$ cat src/rtl/axis_fifo_fwft.sv
// First-word-fall-through FIFO: the head entry is always visible on popData,
// so the consumer sees a beat on the cycle right after it was written.
// Push is refused while full even if a pop happens in the same cycle.
module axis_fifo_fwft #(
   parameter int WIDTH = 37,
   parameter int DEPTH = 4,
   localparam int PTR_W   = $clog2(DEPTH),
   localparam int COUNT_W = PTR_W + 1
) (
   input  logic               clock,
   input  logic               resetN,
   input  logic               pushValid,
   input  logic [WIDTH-1:0]   pushData,
   input  logic               popReady,
   output logic [WIDTH-1:0]   popData,
   output logic               full,
   output logic               empty,
   output logic [COUNT_W-1:0] count
);

   logic [WIDTH-1:0] mem [DEPTH];
   logic [PTR_W-1:0] wrPtr;
   logic [PTR_W-1:0] rdPtr;
   logic             pushEn;
   logic             popEn;

   assign full    = (count == COUNT_W'(DEPTH));
   assign empty   = (count == '0);
   assign pushEn  = pushValid && !full;
   assign popEn   = popReady && !empty;
   assign popData = mem[rdPtr];

   // Storage array has no reset: stale entries are never visible because the
   // occupancy count gates everything the consumer is allowed to look at.
   always_ff @(posedge clock) begin
      if (pushEn) begin
         mem[wrPtr] <= pushData;
      end
   end

   // Pointer and occupancy bookkeeping. Depth is a power of two, so the
   // pointers simply wrap. A simultaneous push and pop leaves the count as is.
   always_ff @(posedge clock) begin
      if (!resetN) begin
         wrPtr <= '0;
         rdPtr <= '0;
         count <= '0;
      end else begin
         if (pushEn) begin
            wrPtr <= wrPtr + 1'b1;
         end
         if (popEn) begin
            rdPtr <= rdPtr + 1'b1;
         end
         case ({pushEn, popEn})
            2'b10:   count <= count + 1'b1;
            2'b01:   count <= count - 1'b1;
            default: count <= count;
         endcase
      end
   end

endmodule

$ cat config.mk
export PLATFORM = sky130hd
export DESIGN_NAME = axis_fifo_fwft
export DESIGN_NICKNAME = d
export VERILOG_FILES = /design/src/rtl/axis_fifo_fwft.sv
export SDC_FILE = /design/constraint.sdc
export NUM_CORES = 1
export LEC_CHECK = 0
export BUFFER_PORTS_ARGS = -buffer_cell sky130_fd_sc_hd__buf_2
export CORE_ASPECT_RATIO = 0.8
export CORE_UTILIZATION = 41
export CTS_CLUSTER_DIAMETER = 120
export DETAILED_ROUTE_END_ITERATION = 10
export PLACE_DENSITY_LB_ADDON = 0.2
export SLEW_MARGIN = 25
export SYNTH_ARGS = -nofsm -noshare
export SYNTH_HDL_FRONTEND = slang
export SYNTH_SLANG_ARGS = --single-unit
$ cat constraint.sdc
create_clock -name clock -period 3.76 [get_ports clock]
set_clock_uncertainty 0.1 [all_clocks]
set_input_delay 0.564 -clock clock [delete_from_list [all_inputs] [get_ports clock]]
set_output_delay 0.564 -clock clock [all_outputs]
set_load 0.05 [all_outputs]
==> impl_metrics.yaml <==
sta:
  relSlewSlack_pct: 62.4
  final.period_utilization_pct: 72.0
  whs_ps: 266
  finalSetupViolCount: 0
  max_freq_mhz: 369
  fin_crit_ps: 2710
  hold_violations: 0
  slew_viol_final: 0
  rsz0062_at_grt: "no"
  tns_ps: 0
  tightest_slew_ps: 563
floorplanning:
  rows: 38
  dieWidth_um: 136
  dieArea_mm2: 0.0148
  start_util_pct: 42.7
  io_pins: 83
  coreArea_mm2: 0.0137
  die_h_um: 109
hold_path:
  hold_path.class: "input port to register"
  min_to: "mem[2][13]"
  hold_depth: 1
  hold_start: "pushData[13]"
critical_path:
  crit_type: "register to output pin"
  critical_path_arrival_ps: 2040
  rr_startpoint: "count[0]"
  r2r-end: "mem[0][25]"
  r2r_cells: 4
  critPathCaptureType: "output pin"
  cp.required_ps: 3100
  ff2ff_setup_slack_ps: 1440
  cp-start-kind: "register"
  path_max_fanout: 31
yosys:
  synth_top_area_share_pct: 75.8
  ys_types: 24
  avgSynthCellArea_um2: 23.7
  synth_warnings: 0
  synth_area_leaders: "edfxtp_1, mux4_2, dfxtp_1"
  ys.flop_type: "edfxtp_1"
  async_reset_ff_share_pct: 0
  yosysMostFrequentCell: "edfxtp_1"
  ys_ff_latch: 157
  syn_nets: 294
  synthTopCellsByCount: "edfxtp_1, mux4_2, dfxtp_1, nand2_1, and2_1"
  syn_area_mm2: 0.00586
  netlist_instances: 247
  synth_edf_count: 148
  synth_top_area_cell: "edfxtp_1"
  yosysSeqAreaShare_pct: 78.9
route:
  num_vias: 2684
  dr_wl_met2_mm: 4.72
  post-route-drc-count: 0
  drt_iter0_markers: 202
  met1_length_mm: 4.79
  wl_met3_um: 462
  vias_per_cell: 4.98
  wl_per_cell_um: 18.7
  maxUsedRoutingLayer: "met4"
  drt_wl_total_mm: 10.1
  detail-route-antenna-nets: 0
  dr.pass1.iters: 4
power_and_ir_drop:
  powerDensity_mw_per_mm2: 782
  finalPower_mw: 5.56
  p_leak_nw: 2.43
  ir_drop_mv: 0.431
cts:
  path_clk_slew_ps: 60
  cts_hold_buffers: 0
  clk_latency_ps: 410
  htree_levels: 4
  cts_setup_buffers: 0
  cts.path.max_buffers: 2
  numClockSinks: 157
  ctsResizeCount: 0
  cts_buffers: 17
  cts-root-buf: "clkbuf_16"
  cts_tree: "yes"
status:
  status: "finished, final reports clean"
global_routing:
  antenna_found_initial: 0
  grt_overflow: 0
  grt_pass1_wl_mm: 15.5
  grt_max_degree: 38
  grt_usage_pct: 14.9
  grt_pass1_vias: 2832
run:
  cap_violations: 0
place:
  dp_hpwl_mm: 6.25
  numPortBuffers: 82
  routabilityCongestion: 0.675
final_layout:
  finalNetCount: 393
  drive_above_1_share_pct: 46.0
  fill_cells: 1126
  antenna_cells: 0
  syn_to_final_growth_pct: 21.1
## per-stage QoR
step,setup slack (ps),util (%),instances,cell area [µm²]
floorplan,683,-,247,5860
global placement,1340,47.1,507,6480
detailed placement,1270,47.1,507,6480
CTS,891,51.7,539,7100
global route,909,51.7,539,7100
finish,1050,51.7,539,7100
## placed cells by master, fill, tap and decap left out, drive strengths merged
master   count
a21boi       2
and2         6
buf         90
bufinv       4
clkbuf      18
clkinv       7
dfxtp        9
edfxtp     148
fa           1
ha           5
inv          9
mux2i        2
mux4        37
nand2        7
nand4bb      1
nor2b        2
nor3         1
nor3b        1
o21ai        5
or3          2
xnor2        1
xor2         1
## final cells by class
| type | instances | area [µm²] | area share (%) |
|---|---|---|---|
| Clock inverter | 14 | 190 | 2.68 |
| Inverter | 6 | 22.5 | 0.317 |
| Timing Repair Buffer | 90 | 483 | 6.80 |
| Multi-Input combinational cell | 74 | 1120 | 15.8 |
| Tap cell | 180 | 225 | 3.17 |
| Clock buffer | 18 | 429 | 6.04 |
| Sequential cell | 157 | 4630 | 65.2 |
## registers in the layout, indices dropped and copies added, names as in the netlist, named ones only
| signal | count |
|---|---|
| wrPtr | 2 |
| mem | 148 |
| count | 3 |
| rdPtr | 2 |
## power by group
part	leakage, nW	switching [mW]	total, mW	internal [mW]
Combinational	0.695	1.08	1.57	0.494
Sequential	1.43	0.0975	2.21	2.11
Clock	0.304	0.662	1.78	1.11
Total	2.43	1.84	5.56	3.72
## layer usage
metal	vias to the layer above	track usage [%]
met5	-	0
met2	62	22.4
met4	0	6.74
met1	1388	20.2
met3	12	4.14
li1	1222	-
## kinds of logic after synthesis
family / synth area share (%)
AOI/OAI and AO/OA: 0.683
xor gates and xnor gates: 0.299
adders and majority gates: 1.41
buffers and inverters: 2.09
DFF: 78.9
muxes: 14.6
and+or+nand+nor: 2.09
## worst max-delay path by stage
stage | cells after the start | start | slack, ps | endpoint
floorplan | 10 | count[2] | 680 | count[2]
global placement | 4 | pushValid | 1340 | mem[0][30]
detailed placement | 4 | pushValid | 1270 | mem[0][21]
CTS | 2 | register | 890 | popData[28]
global route | 3 | register | 910 | popData[28]
finish | 3 | register | 1050 | popData[31]
## critical path: stages (launching register included)
cell,delay [ps]
dfxtp_2,500
buf_12,310
mux4_2,580
buf_2,240
(Power assumes the default switching activity.)
